==> config.mk <==
export PLATFORM = sky130hd
export DESIGN_NAME = cache_mem_arbiter
export DESIGN_NICKNAME = d
export VERILOG_FILES = /design/src/rtl/cache_mem_arbiter.sv
export SDC_FILE = /design/constraint.sdc
export NUM_CORES = 1
export LEC_CHECK = 0
export CORE_AREA = 3 3 102 104
export CTS_CLUSTER_DIAMETER = 30
export DETAILED_ROUTE_END_ITERATION = 8
export DIE_AREA = 0 0 105 107
export DONT_BUFFER_PORTS = 1
export GPL_TIMING_DRIVEN = 0
export SYNTH_ARGS = -nofsm -noshare
export SYNTH_HDL_FRONTEND = slang
export SYNTH_SLANG_ARGS = --single-unit
==> constraint.sdc <==
create_clock -name CLK -period 1.93 [get_ports CLK]
set_input_delay 0.193 -clock CLK [delete_from_list [all_inputs] [get_ports CLK]]
set_output_delay 0.193 -clock CLK [all_outputs]
set_load 0.05 [all_outputs]
==> src/rtl/cache_mem_arbiter.sv <==
// Single-port RAM arbiter for the icache/dcache pair: dcache has priority, a
// starvation streak counter forces an icache grant after STARVE_MAX dcache wins.
module cache_mem_arbiter #(
    parameter int ADDR_W     = 32,
    parameter int DATA_W     = 32,
    parameter int STARVE_MAX = 4
) (
    input  logic              CLK,
    input  logic              RST,
    input  logic              iREN,
    input  logic [ADDR_W-1:0] iaddr,
    output logic              iwait,
    output logic [DATA_W-1:0] iload,
    input  logic              dREN,
    input  logic              dWEN,
    input  logic [ADDR_W-1:0] daddr,
    input  logic [DATA_W-1:0] dstore,
    output logic              dwait,
    output logic [DATA_W-1:0] dload,
    output logic              ramREN,
    output logic              ramWEN,
    output logic [ADDR_W-1:0] ramaddr,
    output logic [DATA_W-1:0] ramstore,
    input  logic [DATA_W-1:0] ramload,
    input  logic [1:0]        ramstate,
    output logic [1:0]        owner,
    output logic              ram_err
);

    typedef enum logic [1:0] {
        IDLE = 2'd0,
        IGNT = 2'd1,
        DGNT = 2'd2
    } state_t;

    localparam logic [1:0] RAM_ACCESS = 2'd2;
    localparam logic [1:0] RAM_ERROR  = 2'd3;
    localparam logic [3:0] STREAK_LIM = 4'(STARVE_MAX);

    state_t      state_reg, state_next;
    logic [3:0]  streak_reg, streak_next;
    logic        ram_err_reg, ram_err_next;

    logic        dreq;
    logic        ram_access;
    logic        i_starved;

    assign dreq       = dREN | dWEN;
    assign ram_access = (ramstate == RAM_ACCESS);
    assign i_starved  = iREN && (streak_reg == STREAK_LIM);

    // Read data is a pure pass-through; each cache qualifies it with its wait.
    assign iload   = ramload;
    assign dload   = ramload;
    assign owner   = state_reg;
    assign ram_err = ram_err_reg;

    always_ff @(posedge CLK) begin
        if (RST) begin
            state_reg   <= IDLE;
            streak_reg  <= 4'd0;
            ram_err_reg <= 1'b0;
        end else begin
            state_reg   <= state_next;
            streak_reg  <= streak_next;
            ram_err_reg <= ram_err_next;
        end
    end

    always_comb begin
        state_next   = state_reg;
        streak_next  = streak_reg;
        ram_err_next = 1'b0;
        ramREN       = 1'b0;
        ramWEN       = 1'b0;
        ramaddr      = '0;
        ramstore     = '0;
        iwait        = 1'b1;
        dwait        = 1'b1;

        unique case (state_reg)
            IDLE: begin
                if (dreq && !i_starved) begin
                    state_next = DGNT;
                end else if (iREN) begin
                    state_next = IGNT;
                end
            end

            IGNT: begin
                ramREN       = iREN;
                ramaddr      = iaddr;
                ram_err_next = (ramstate == RAM_ERROR);
                if (!iREN) begin
                    // Withdrawn: strobe already low, nothing completes.
                    state_next = IDLE;
                end else if (ram_access) begin
                    iwait       = 1'b0;
                    state_next  = IDLE;
                    streak_next = 4'd0;
                end
            end

            DGNT: begin
                ramWEN       = dWEN;
                ramREN       = dREN & ~dWEN;
                ramaddr      = daddr;
                ramstore     = dstore;
                ram_err_next = (ramstate == RAM_ERROR);
                if (!dreq) begin
                    state_next = IDLE;
                end else if (ram_access) begin
                    dwait      = 1'b0;
                    state_next = IDLE;
                    // Only count dcache wins that actually kept icache waiting.
                    if (!iREN) begin
                        streak_next = 4'd0;
                    end else if (streak_reg != STREAK_LIM) begin
                        streak_next = streak_reg + 4'd1;
                    end
                end
            end

            default: begin
                state_next = IDLE;
            end
        endcase
    end

endmodule

Word-level counts from Yosys, hierarchy flattened
Index checks and enable logic that the tools add are counted.

word-level totals
  register bits = 7
  latch bits = 0
  memory bits (writable) = 0
  bits in read-only memories = 0
  input port bits = 135
  output and inout port bits = 135
  word-level logic and storage cells = 50
  memories = 0

cells by class
  add/sub/neg operators = 1
  multipliers = 0
  divide/modulo/power cells = 0
  order comparisons = 0
  eq/ne operators = 12
  shift operators = 0
  mux-type cells = 22
  bitwise logic cells = 4
  reductions and logical operators = 8

operator list
  kind                 count
  $pmux 32 s2          1
  $mux 32              1
  $mux 4               6
  $mux 2               5
  $ne 2x2->1 const B   4
  $pmux 4 s2           1
  $eq 2x2->1 const B   3
  $mux 1               6
  $ne 3x3->1 const B   2
  $pmux 2 s3           1
  $reduce_and 6->1     1
  $add 4x1->4 const B  1
  $eq 4x3->1 const B   1
  $ne 4x3->1 const B   1
  $reduce_or 2->1      2
  $eq 2x1->1 const B   1
  $logic_and 1x1->1    2
  $logic_not 2->1      1
  $not 1->1            2
  $pmux 1 s2           1
  $reduce_bool 2->1    1
  $and 1x1->1          1
  $logic_not 1->1      1
  $or 1x1->1           1

Longest topological paths before layout
Gate-level depths: netlist of run 1.

  depth in word-level cells = 6
  depth in mapped cells = 7
  mapped depth without buffers = 6

Worst setup path after synthesis of run 1
No wires, ideal clock.

  kind = register to output
  start point = reg state_reg[1], in the netlist owner[1]
  end point = out ramaddr[10]
  arrival = 2.147 ns
  required time = 1.737 ns
  path slack = -0.410 ns
  cell stages (with the launch flop) = 6
  path buffers = 2
  cell sequence = dfxtp_1 > ha_1 > buf_4 > clkbuf_1 > a22oi_1 > nor2b_1

on the way
  word-level cells in the longest chain between the ends = 2
  elaborated cells between the ends (all ways) = 3
  those cells by class = 2 x eq/ne; 1 x mux

RTL lines
  what                                             RTL line  text
  start: declaration                               40        state_t state_reg, state_next;
  start signal: assignment                         64        state_reg <= state_next;
  $eq 2x2->1 / $eq 2x1->1 (equally long branches)  81        unique case (state_reg)
  $pmux 32 s2 (*)                                  81
  end: declaration                                 22        output logic [ADDR_W-1:0] ramaddr,

Every way passes the cells marked *; elsewhere a longest branch is shown, timed or not.

Worst setup path in the final report of run 1
  start point = reg state_reg[0], in the netlist owner[0]
  end point = out ramaddr[19]

The elaborated chain is that of the path after synthesis.

==> results of run 1 <==
repair_timing:
| item | CTS | global route |
|---|---|---|
| setup buffers | 1 | 2 |
| resized for setup | 87 | 41 |
| setup endpoints to repair | 68 | 68 |
| pin swaps | 9 | 9 |
cells by family (layout without fill, tap and decap cells):
family / Yosys count / after routing / synth area share
flip-flops: 7 / 7 / 0.08011
AND/OR/NAND/NOR: 88 / 88 / 0.3226
AO/OA/AOI/OAI: 48 / 48 / 0.2124
adder cells (fa/ha/maj): 6 / 6 / 0.04292
other: 0 / 3 / 0
buffers and inverters: 86 / 93 / 0.3362
multiplexers: 1 / 1 / 0.005723
worst register-to-register path: cells and delay by family, from the launching register on:
kind	cells	cell delay [ns]
compound gates	3	0.51
flops	1	0.46
fa+ha+maj	1	0.21
buf+inv	3	0.37
simple gates	1	0.11
where the power goes:
| group | internal (mW) | switching (mW) |
|---|---|---|
| registers | 0.150 | 0.0211 |
| clock network | 0.143 | 0.0659 |
| logic | 0.418 | 0.840 |
path summary, 6_finish.rpt:
| check | start | end | slack (ns) | depth (start not counted) |
|---|---|---|---|---|
| max | owner[0] | ramaddr[19] | 0.06 | 6 |
| min | RST | streak_reg[3] | 0.17 | 2 |
| max reg2reg | owner[0] | streak_reg[3] | 0.14 | 8 |
| min reg2reg | streak_reg[3] | streak_reg[3] | 0.49 | 1 |
routing by layer:
metal,vias to the layer above,wire length [µm],global-route usage
li1,749,-,-
met1,761,2401,0.1236
met2,155,4161,0.2195
met3,11,780,0.03853
met4,0,231,0.05530
met5,-,0,0
synth_stat cells (all sizes together):
library cell / instances
nand2: 5
o32ai: 3
o21a: 2
a22oi: 32
dfxtp: 7
nor2: 3
a21oi: 2
and2b: 1
a31oi: 2
and4b: 1
nor2b: 34
o21ai: 3
or4: 1
inv: 5
nand3: 4
nand2b: 2
buf: 70
a211oi: 3
nand4b: 2
ha: 6
and2: 34
nor3: 1
a311oi: 1
mux2i: 1
clkbuf: 11
per-stage QoR:
stage	hold WS, ns	instance area (µm²)
after floorplan	0.3786	2003
after global placement	0.3976	2170
after detailed placement	0.4032	2170
after CTS	0.1606	2462
after global routing	0.1642	2600
final	0.1679	2600
layout make-up:
cell class	count	area, µm²	area share
diodes	3	7.507	0.002887
plain buffers	81	674.4	0.2594
clock buffers	4	45.04	0.01732
inverters	5	21.27	0.008181
multi-input cells	143	1515	0.5828
flip-flops and latches	7	147.6	0.05679
well taps	133	166.4	0.06400
repair buffers	3	22.52	0.008662
placed cells by master, fill, tap and decap left out, drive strengths merged:
| master | netlist | layout |
|---|---|---|
| a21oi | 2 | 2 |
| nand2 | 5 | 5 |
| nor2 | 3 | 3 |
| nor3 | 1 | 1 |
| a31oi | 2 | 2 |
| and2b | 1 | 1 |
| mux2i | 1 | 1 |
| a22oi | 32 | 32 |
| a311oi | 1 | 1 |
| a211oi | 3 | 3 |
| and4b | 1 | 1 |
| and2 | 34 | 34 |
| dfxtp | 7 | 7 |
| clkbuf | 11 | 7 |
| ha | 6 | 6 |
| nand2b | 2 | 2 |
| nand4b | 2 | 2 |
| buf | 70 | 81 |
| o32ai | 3 | 3 |
| o21ai | 3 | 3 |
| nand3 | 4 | 4 |
| or4 | 1 | 1 |
| nor2b | 34 | 34 |
| o21a | 2 | 2 |
| diode | 0 | 3 |
| inv | 5 | 5 |
==> impl_results.md, run 1 <==
* First-pass GRT wire length at between 10000 and 15000 µm
* Starting density of the core at 0.1815
* WP data required at around 1.7 ns
* Residual DRC at 0
* H-tree depth at 1
* Max FO, Critical Path at 10
* Clk slew on worst S/H paths at about 0.04 ns
* Final design utilization at 0.2697
* CP Capture Type: output port
* Peak supply drop at slightly below 0.4 mV
* Chip Width at 105 µm
* Pleak at 0.9619 nW
* CP max stage cell: dfxtp_4
* Hold-fix buffers at CTS at 0
* Peak Freq at ~540 MHz
* Area Growth Syn to Fin at 48.64%
* Critical Path, Cell by Cell: inv_4, ha_1, buf_6, clkbuf_8, a22oi_2, nor2b_4
* Routed length per instance at roughly 20 µm
* Largest area contributor in the netlist: buf_4
* Layout Nets at between 300 and 400
* Antenna violations before repair at 3
* Worst EP arrival at about 1.7 ns
* Initial DRT Pass Iterations at 4
* Netlist Area Pre-Place at about 1700 µm²
* Final setup TNS at 0 ns
* GPL Wtd Cong at about 0.82
* Slew headroom at 0.6230
* Synth Area per Inst at between 7 and 8 µm²
* Synth unique cells at 35
* WL final at 7574 µm
* Place WS at -0.2868 ns
* Final Non-Filler Cells at ~380
* Die area at 11240 µm²
* Vias at approximately 1700
* GR Overflow Total at 0
* Num rows at 36
* Clk buf depth at 2
* CP Class: register to output port
* RSZ-0062 raised after global routing: true
* Root buf cell: clkbuf_8
* IO buf count at 0
* Core ar. at 9639 µm²
* Hold Crit Class: primary input to register
* Final worst slack at 0.06272 ns
* Filler instances at 1061
* Top post-synthesis cells by area: buf_4 28%, a22oi_1 14%, and2_1 12%
* Num CTS Buffers at 3
* Dpl cells at 369
* Worst path max stage delay at about 0.4 ns
* Crit path max-delay family: buffers and inverters
* Vias in the first global route at about 1700
* Max_cap viols at 0
* Vias/cell at roughly 4.4
* Syn Inst Count at around 240
* Yosys top cell area share at 0.2833
* Die Height at ~110 µm
* Final period util at 0.9675
* YS warnings at 0
* Largest register FFs at 4
* #FFs+latches synth at 7
* Max Slew Vio Count at 0
* Status: complete, no violations
* Fin crit period at approximately 1.9 ns
* WP buf/inv at 3
* Total track usage at 0.1197
* Skew-Pair Late Insertion Delay at between 0.2 and 0.25 ns
* Power Total at about 1.6 mW
* Largest net degree at the start of global routing at 11
* Top Ports at 270
* Sequential area share after synthesis at 0.08011
* Final setup viols at 0
* Placed wire-length estimate at approximately 6600 µm
* Synth Net Count at approximately 380
* CTS tree: yes
* Final hold violations at 0
* Clock sink count at 7
* Post-DRT Antenna Nets at 0
* Share of layout cells above drive strength 1 at 0.8148
* Setup crit start kind: register
* Drt initial violations at 43
* Clock Skew at just over 0.005 ns
* Slew @ Worst Pin at about 0.56 ns
* Pwr Density at between 600 and 700 nW/µm²
No activity file was read; power rests on OpenSTA's default activity.
==> inputs of run 2 (changes only) <==
- CAP_MARGIN: default -> 20
- CTS_BUF_LIST: default -> sky130_fd_sc_hd__clkbuf_4 sky130_fd_sc_hd__clkbuf_8
==> run 2 against run 1 <==
- combinational power barely moved
- clock power is 7% higher
- critical path depth is the same
- wire length shrank 0.29%
- clock-buffer cell count unchanged
- register-to-register slack is essentially flat
- hold slack worse by 0.0023 ns
- clock skew hardly changed
- final cell count stayed put
- fmax about the same
- die area stayed put
==> impl_results.md, run 2 (synthesis gave the netlist of run 1 again) <==
* Residual DRC at 0 (unchanged)
* GR Overflow Total at 0 (unchanged)
* Min Hold Slack at 0.1656 ns (-0.002284 ns)
* Clk buf depth at 2 (unchanged)
* Final setup viols at 0 (unchanged)
* Fin crit period at 1.867 ns (+0.00008280 ns)
* Initial DRT Pass Iterations at 4 (unchanged)
* Num rows at 36 (unchanged)
* Final Non-Filler Cells at 379 (unchanged)
* Die area at 11240 µm² (unchanged)
* CP Capture Type: output port
* Placed instance area at 2170 µm² (unchanged)
* Vias/cell at 4.414 (-0.18%)
* Status: complete, no violations
* Dpl cells at 369 (unchanged)
* Chip Width at 105 µm (unchanged)
* Layout Nets at 385 (unchanged)
* Placed wire-length estimate at 6634 µm (unchanged)
* Peak supply drop at 0.3869 mV (+0.25%)
* Starting density of the core at 0.1815 (unchanged)
* Commonest non-fill, non-tap cell in the layout: buf_4
* Max Slew Vio Count at 0 (unchanged)
* IO buf count at 0 (unchanged)
* Final hold violations at 0 (unchanged)
* Pwr Density at 634.4 nW/µm² (+0.70%)
* CTS tree: yes
* Final period util at 0.9675 (about the same)
* Top Ports at 270 (unchanged)
* Skew-Pair Late Insertion Delay at 0.23 ns (about the same)
* RSZ-0062 raised after global routing: true
* Max_cap viols at 0 (unchanged)
* Filler instances at 1062 (+0.094%)
* H-tree depth at 1 (unchanged)
* Clk slew on worst S/H paths at 0.04 ns (about the same)
* Drt initial violations at 40 (-7.0%)
* R2R Setup Slk at 0.14 ns (about the same)
* Largest net degree at the start of global routing at 11 (unchanged)
* Clock Skew at 0.005587 ns (+0.0003904 ns)
* Slew headroom at 0.6231 (about the same)
* Sequential cell area at 147.6 µm² (unchanged)
* Core ar. at 9639 µm² (unchanged)
* Peak Freq at 535.5 MHz (about the same)
* Largest register FFs at 4 (unchanged)
* Vias in the first global route at 1737 (-0.57%)
* Area Growth Syn to Fin at 48.86%
* Root buf cell: clkbuf_8
* Fin area at 2604 µm² (+0.14%)
* Routed length per instance at 19.93 µm (-0.29%)
* Max FO, Critical Path at 10 (unchanged)
* First-pass GRT wire length at 10450 µm (-0.20%)
* Hold Crit Class: primary input to register
* Slew @ Worst Pin at 0.5646 ns (-0.0001823 ns)
* WL final at 7552 µm (-0.29%)
* Pleak at 0.9653 nW (+0.36%)
* Total track usage at 0.1196 (-0.0001271)
* Antenna violations before repair at 3 (unchanged)
* Die Height at 107 µm (unchanged)
* Num CTS Buffers at 3 (unchanged)
* Multi-input logic area at 1515 µm² (unchanged)
* Worst EP arrival at 1.67 ns (about the same)
* WP data required at 1.74 ns (about the same)
* Hold-fix buffers at CTS at 0 (unchanged)
* Share of layout cells above drive strength 1 at 0.8189 (+0.004115)
* CP Class: register to output port
* Most frequent cells in the layout: 71 x buf_4, 32 x a22oi_2, 32 x nor2b_4
* Vias at 1673 (-0.18%)
* Setup crit start kind: register
* Post-DRT Antenna Nets at 0 (unchanged)
* Clock sink count at 7 (unchanged)
* Power Total at 1.652 mW (+0.84%)
* GPL Wtd Cong at 0.8221 (unchanged)
## run 2: cell type report
type	count	area share
Tap cell	133	0.06391
Buffer	81	0.2590
Inverter	5	0.008169
Sequential cell	7	0.05670
Timing Repair Buffer	3	0.008650
Multi-Input combinational cell	143	0.5819
Antenna cell	3	0.002883
Clock buffer	4	0.01874
## run 2: worst paths after layout
kind                      start            end  cells after the start
hold reg to reg   streak_reg[3]  streak_reg[3]                      1
setup / recovery       owner[0]    ramaddr[19]                      6
hold / removal              RST  streak_reg[3]                      2
setup reg to reg       owner[0]  streak_reg[3]                      8
## run 2: timing repair
item	CTS	global route
pin swaps	9	9
hold endpoints to repair	0	0
buffers inserted	1	2
resized for setup	87	41
endpoints found under the setup margin	68	68
## run 2: power breakdown
group          switching, mW  leakage, nW  total [mW]  internal, mW
clock                 0.0663       0.0262       0.223         0.157
combinational          0.839        0.881        1.26         0.418
sequential            0.0211       0.0581       0.171         0.150
total                  0.927        0.965        1.65         0.725
## run 2: layer usage
layer | GRT usage | part of all wire | vias to the layer above
met5 | 0 | 0 | -
met4 | 0.05530 | 0.031 | 0
met3 | 0.03793 | 0.10 | 11
met2 | 0.2186 | 0.55 | 155
met1 | 0.1244 | 0.32 | 757
li1 | - | - | 750
## run 2: critical path, stage by stage (launching register included)
cell      delay (ns)
dfxtp_4         0.41
inv_4           0.10
ha_1            0.16
buf_6           0.17
clkbuf_8        0.20
a22oi_2         0.10
nor2b_4         0.31
## run 2: stage by stage
stage                     utilization  TNS, ns  setup WS, ns
after floorplan                     -        0        0.1140
after global placement         0.2251   -8.081       -0.2669
after detailed placement       0.2251   -10.20       -0.2868
after CTS                      0.2558  -0.5029      -0.04704
after global routing           0.2701  -0.2433      -0.02628
final                          0.2701        0       0.06264
